File: config.mk
export PLATFORM = sky130hd
export DESIGN_NAME = mem_port_arbiter
export DESIGN_NICKNAME = d
export VERILOG_FILES = /design/src/rtl/mem_port_arbiter_pkg.sv /design/src/rtl/mem_arb_pick.sv /design/src/rtl/mem_port_arbiter.sv
export SDC_FILE = /design/constraint.sdc
export NUM_CORES = 1
export LEC_CHECK = 0
export ABC_CLOCK_PERIOD_IN_PS = 2350
export BUFFER_PORTS_ARGS = -buffer_cell sky130_fd_sc_hd__buf_4
export CELL_PAD_IN_SITES_DETAIL_PLACEMENT = 2
export CELL_PAD_IN_SITES_GLOBAL_PLACEMENT = 2
export CORE_UTILIZATION = 25
export CTS_BUF_LIST = sky130_fd_sc_hd__clkbuf_4 sky130_fd_sc_hd__clkbuf_8
export DETAILED_ROUTE_END_ITERATION = 10
export GPL_TIMING_DRIVEN = 0
export PLACE_DENSITY_LB_ADDON = 0.08
export SLEW_MARGIN = 10
export SYNTH_ARGS = -nofsm -noshare
export SYNTH_HDL_FRONTEND = slang
export SYNTH_HIERARCHICAL = 1
export SYNTH_SLANG_ARGS = --single-unit
export TNS_END_PERCENT = 30
File: constraint.sdc
create_clock -name clk -period 2.35 [get_ports clk]
set_clock_uncertainty 0.05 [all_clocks]
set_input_delay 0.1175 -clock clk [delete_from_list [all_inputs] [get_ports clk]]
set_output_delay 0.1175 -clock clk [all_outputs]
set_load 0.005 [all_outputs]
File: src/rtl/mem_port_arbiter_pkg.sv
// rtl/mem_port_arbiter_pkg.sv - shared types for the instruction/data memory port arbiter
// FSM states, owner codes and a counter-width helper.
package mem_port_arbiter_pkg;

  typedef enum logic [1:0] {
    IDLE = 2'd0,
    WAIT = 2'd1,
    DONE = 2'd2
  } arb_state_e;

  typedef enum logic {
    OWN_I = 1'b0,
    OWN_D = 1'b1
  } arb_owner_e;

  // Bits needed to hold values 0..max_val, never less than one.
  function automatic int cnt_width(input int max_val);
    return (max_val > 1) ? $clog2(max_val + 1) : 1;
  endfunction

endpackage

File: src/rtl/mem_arb_pick.sv
// rtl/mem_arb_pick.sv - combinational winner select between fetch and data requests
// ARB_RR_EN selects round-robin; otherwise data priority with a fetch starvation guard.
module mem_arb_pick
  import mem_port_arbiter_pkg::*;
(
  input  logic       i_req,
  input  logic       d_req,
`ifdef ARB_RR_EN
  input  arb_owner_e rr_pri,
`else
  input  logic       starve_full,
`endif
  output logic       grant_valid,
  output arb_owner_e grant
);

  always_comb begin
    grant_valid = i_req | d_req;
    grant       = OWN_D;
`ifdef ARB_RR_EN
    if (i_req && d_req) begin
      grant = rr_pri;
    end else if (i_req) begin
      grant = OWN_I;
    end
`else
    // Data is the older instruction, so it wins unless fetch has waited too long.
    if (i_req && (!d_req || starve_full)) begin
      grant = OWN_I;
    end
`endif
  end

endmodule

File: src/rtl/mem_port_arbiter.sv
// rtl/mem_port_arbiter.sv - shares one fixed-latency memory between fetch and data ports
// Optional ARB_RR_EN replaces data priority and starvation counting with round-robin.
module mem_port_arbiter
  import mem_port_arbiter_pkg::*;
#(
  parameter int MEM_LAT    = 2,
  parameter int ADDR_W     = 6,
  parameter int STARVE_MAX = 2
) (
  input  logic              clk,
  input  logic              reset,
  input  logic              i_req,
  input  logic [31:0]       i_addr,
  output logic              i_done,
  output logic [31:0]       i_rdata,
  input  logic              d_req,
  input  logic              d_we,
  input  logic [31:0]       d_addr,
  input  logic [31:0]       d_wdata,
  output logic              d_done,
  output logic [31:0]       d_rdata,
  output logic              cpu_stall,
  output logic              mem_en,
  output logic              mem_we,
  output logic [ADDR_W-1:0] mem_addr,
  output logic [31:0]       mem_wdata,
  input  logic [31:0]       mem_rdata
);

  localparam int LAT_W = cnt_width(MEM_LAT - 1);
  localparam logic [LAT_W-1:0] LAT_LOAD = LAT_W'(MEM_LAT - 1);

  arb_state_e        state_q;
  arb_owner_e        owner_q;
  arb_owner_e        grant;
  logic              grant_valid;
  logic              we_q;
  logic [LAT_W-1:0]  lat_q;
  logic              mem_en_q;
  logic              mem_we_q;
  logic [ADDR_W-1:0] mem_addr_q;
  logic [31:0]       mem_wdata_q;
  logic              i_done_q;
  logic              d_done_q;
  logic [31:0]       i_rdata_q;
  logic [31:0]       d_rdata_q;
  logic [ADDR_W-1:0] mem_addr_d;
  logic              mem_we_d;
  logic [31:0]       mem_wdata_d;

`ifdef ARB_RR_EN
  arb_owner_e rr_q;
  arb_owner_e rr_d;
`else
  localparam int STV_W = cnt_width(STARVE_MAX);
  localparam logic [STV_W-1:0] STV_MAX = STV_W'(STARVE_MAX);
  logic [STV_W-1:0] starve_q;
  logic [STV_W-1:0] starve_d;
`endif

  mem_arb_pick u_pick (
    .i_req       (i_req),
    .d_req       (d_req),
`ifdef ARB_RR_EN
    .rr_pri      (rr_q),
`else
    .starve_full (starve_q == STV_MAX),
`endif
    .grant_valid (grant_valid),
    .grant       (grant)
  );

  always_comb begin
    mem_addr_d  = (grant == OWN_D) ? d_addr[ADDR_W+1:2] : i_addr[ADDR_W+1:2];
    mem_we_d    = (grant == OWN_D) && d_we;
    mem_wdata_d = (grant == OWN_D) ? d_wdata : '0;
`ifdef ARB_RR_EN
    rr_d = (grant == OWN_D) ? OWN_I : OWN_D;
`else
    starve_d = '0;
    if (grant == OWN_D && i_req) begin
      starve_d = (starve_q == STV_MAX) ? starve_q : starve_q + 1'b1;
    end
`endif
  end

  always_ff @(posedge clk) begin
    if (reset) begin
      state_q     <= IDLE;
      owner_q     <= OWN_I;
      we_q        <= 1'b0;
      lat_q       <= '0;
      mem_en_q    <= 1'b0;
      mem_we_q    <= 1'b0;
      mem_addr_q  <= '0;
      mem_wdata_q <= '0;
      i_done_q    <= 1'b0;
      d_done_q    <= 1'b0;
      i_rdata_q   <= '0;
      d_rdata_q   <= '0;
`ifdef ARB_RR_EN
      rr_q        <= OWN_D;
`else
      starve_q    <= '0;
`endif
    end else begin
      mem_en_q <= 1'b0;
      mem_we_q <= 1'b0;
      i_done_q <= 1'b0;
      d_done_q <= 1'b0;
      case (state_q)
        IDLE: begin
          if (grant_valid) begin
            owner_q     <= grant;
            we_q        <= mem_we_d;
            mem_en_q    <= 1'b1;
            mem_we_q    <= mem_we_d;
            mem_addr_q  <= mem_addr_d;
            mem_wdata_q <= mem_wdata_d;
`ifdef ARB_RR_EN
            rr_q        <= rr_d;
`else
            starve_q    <= starve_d;
`endif
            state_q     <= WAIT;
          end
        end
        WAIT: begin
          // Strobe cycle loads the counter; read data is sampled when it reaches zero.
          if (mem_en_q) begin
            lat_q <= LAT_LOAD;
          end else if (lat_q == '0) begin
            state_q <= DONE;
            if (owner_q == OWN_D) begin
              d_done_q  <= 1'b1;
              d_rdata_q <= we_q ? '0 : mem_rdata;
            end else begin
              i_done_q  <= 1'b1;
              i_rdata_q <= mem_rdata;
            end
          end else begin
            lat_q <= lat_q - 1'b1;
          end
        end
        DONE: state_q <= IDLE;
        default: state_q <= IDLE;
      endcase
    end
  end

  logic unused_addr_bits;
  assign unused_addr_bits = ^{i_addr[31:ADDR_W+2], i_addr[1:0], d_addr[31:ADDR_W+2], d_addr[1:0]};

  assign cpu_stall = ~reset & ((i_req & ~i_done_q) | (d_req & ~d_done_q));
  assign i_done    = i_done_q;
  assign i_rdata   = i_rdata_q;
  assign d_done    = d_done_q;
  assign d_rdata   = d_rdata_q;
  assign mem_en    = mem_en_q;
  assign mem_we    = mem_we_q;
  assign mem_addr  = mem_addr_q;
  assign mem_wdata = mem_wdata_q;

endmodule

==> impl_metrics.env <==
export IMPL_outcome="finished, final reports clean"
export IMPL_syn_nets=628
export IMPL_h_tree_depth=4
export IMPL_die_w_um=134
export IMPL_antenna_found_initial=0
export IMPL_synth_top_cell_area_share_pct=52.3
export IMPL_crit_top_cell="buf_4"
export IMPL_vdd_drop_max_v=0.000323
export IMPL_syn_area_mm2=0.00433
export IMPL_finalMaxSlewViolations=0
export IMPL_io_buffers=187
export IMPL_maxSlewHeadroom_pct=48.8
export IMPL_ys_ff_latch=113
export IMPL_grt_max_degree=17
export IMPL_cts_buffers=17
export IMPL_rows=47
export IMPL_area_growth_pct=65.4
export IMPL_cts_tree="built"
export IMPL_start_util_pct=25.8
export IMPL_postCtsSetupRepairBufs=0
export IMPL_worst_ep_required_time_ns=2.18
export IMPL_ys_flop_type="dfxtp_1"
export IMPL_wire_per_inst_um=18.3
export IMPL_path_clk_slew_ns=0.06
export IMPL_drcViolationCount=0
export IMPL_synth_largest_area_cell="dfxtp_1"
export IMPL_final_core_util_pct=42.7
export IMPL_cts_root_buf="clkbuf_8"
export IMPL_first_pass_iters=4
export IMPL_period_minus_slack_ns=2.22
export IMPL_leakage_nw=2.97
export IMPL_yosysWarnings=6
export IMPL_wl_um=18300
export IMPL_grt_ovfl_total=0
export IMPL_drtIter0Drc=129
export IMPL_grt_usage_pct=21.2
export IMPL_fillers=1847
export IMPL_cp_max_fo=10
export IMPL_grt_pass1_wl_um=29300
export IMPL_yosysSeqAreaShare_pct=52.3
export IMPL_endpoint_kind="output port"
export IMPL_timing_setup_tns_ns=0
export IMPL_startpoint_type="input pin"
export IMPL_cpMaxStageDelayCell="dlygate4sd3_1"
export IMPL_worstSkewPairLatency_ns=0.43
export IMPL_final_nets=902
export IMPL_hpwlAfterDp_um=12900
export IMPL_worstMarginPinSlew_ns=0.765
export IMPL_hold_viol=0
export IMPL_io_pins=240
export IMPL_via_per_inst=4.88
export IMPL_cp_arrival_ns=2.05
export IMPL_cp_cell_sequence="dlygate4sd3_1 > buf_4 > clkbuf_1 > buf_1 > a21oi_1 > buf_4"
export IMPL_die_h_um=134
export IMPL_clockBufferDepth=2
export IMPL_min_path_type="input pin to flop"
export IMPL_fin_crit_sh_pct=94.4
export IMPL_coreArea_mm2=0.0168
export IMPL_drive_gt1_share_pct=30.0
export IMPL_dieArea_mm2=0.0178
export IMPL_syn_avg_cell_area_um2=8.76
export IMPL_num_vias=4880
export IMPL_power_density_mw_per_mm2=752
export IMPL_antenna_left=0
export IMPL_setup_viol_count_final=0
export IMPL_cts_sinks=113
export IMPL_synth_distinct_cells=28
export IMPL_gp_congestion=0.727
export IMPL_max_freq_mhz=451
export IMPL_synth_area_leaders="dfxtp_1, a21oi_1, o21ai_0"
export IMPL_synth_most_common_cell="dfxtp_1"
export IMPL_grt_pass1_vias=5481
export IMPL_synthArstFlopShare_pct=0
export IMPL_antenna_cells=0
export IMPL_synth_common_cells="dfxtp_1, a21oi_1, o21ai_0, nand3_1, clkbuf_1"
export IMPL_synth_edff_count=0
export IMPL_drv_cap=0
export IMPL_max_stage_delay_ns=0.53
export IMPL_crit_type="input pin to output port"
export IMPL_synthCells=494
export IMPL_rsz0062_at_grt="no"
-- through the flow --
stage	setup WS [ns]	hold slack (ns)	total power [mW]	std cells	instance area, um2
finish	0.132	0.0150	5.38	1001	7160
floorplan	0.639	0.160	2.61	494	4330
global placement	0.104	0.285	3.11	901	6010
CTS	0.0877	0.00371	5.46	1001	7160
detailed placement	0.0155	0.290	3.15	901	6010
global route	0.00987	0.00104	5.65	1001	7160
-- repair_timing --
action	CTS	global route
endpoints found under the setup margin	2	1
gates resized for setup	1	1
endpoints found under the hold margin	100	0
hold buffers	68	0
-- worst max-delay path: cells and delay by family --
family | cells | cell delay [ns]
compound gates | 1 | 0.09
buf+inv | 5 | 1.82
-- cells by family (layout without fill, tap and decap cells) --
family	after synthesis	after routing	synth area share (%)
simple gates	140	140	18.8
flops	113	113	52.3
compound gates	176	176	21.5
mux	7	7	1.62
buf+inv	57	344	5.46
fa+ha+maj	1	1	0.289
-- path summary, 6_finish.rpt --
path / endpoint / depth (start not counted) / start / slack (ns)
worst max-delay path: cpu_stall / 6 / reset / 0.13
worst min-delay path: mem_addr[3] / 3 / i_addr[5] / 0.01
worst max register to register: mem_addr[0] / 7 / starve_q[0] / 0.27
worst min register to register: mem_wdata[7] / 2 / mem_wdata[7] / 0.41
-- cells in the final DEF (no fill, tap or decap), drive strengths merged, types with 2 or more instances in the layout --
master / netlist / final
nor4b: 2 / 2
or4: 2 / 2
a21o: 2 / 2
a21oi: 92 / 92
dfxtp: 113 / 113
mux2i: 7 / 7
clkbuf: 41 / 62
buf: 13 / 201
and3: 3 / 3
o21ai: 68 / 68
nand2: 25 / 25
nor3: 2 / 2
bufinv: 0 / 5
nand4b: 32 / 32
clkinvlp: 0 / 2
nand2b: 2 / 2
nor2: 10 / 10
dlygate4sd3: 0 / 68
nand3: 56 / 56
clkinv: 0 / 3
inv: 3 / 3
a211oi: 6 / 6
a22o: 8 / 8
-- cell type report --
cell class,instances,area [um2],share of cell area [%]
inverters,3,11.3,0.157
well taps,220,275,3.84
plain buffers,54,226,3.16
multi-input cells,324,1830,25.6
repair buffers,255,2080,29.1
clock buffers,22,290,4.05
clock inverters,10,180,2.52
flip-flops and latches,113,2260,31.6
-- layer usage --
metal  GRT usage, %  up-vias  routed length (um)
met5              0        -                   0
met4           7.58        0                 333
met3           5.37       23                 921
met2           38.3      133                9460
met1           23.9     2392                7610
li1               -     2332                   -
-- power breakdown --
group	switching, mW	total [mW]	internal [mW]
Combinational	0.568	1.06	0.489
Clock	0.817	2.18	1.37
Sequential	0.0893	2.14	2.05
-- flip-flops by register name, summed over array words and instances (netlist names) --
register,count
we_q,1
state_q,2
i_rdata,32
lat_q,1
mem_en,1
d_rdata,32
starve_q,2
mem_we,1
mem_addr,6
mem_wdata,32
d_done,1
i_done,1
owner_q,1
No activity file was read; power rests on OpenSTA's default activity.
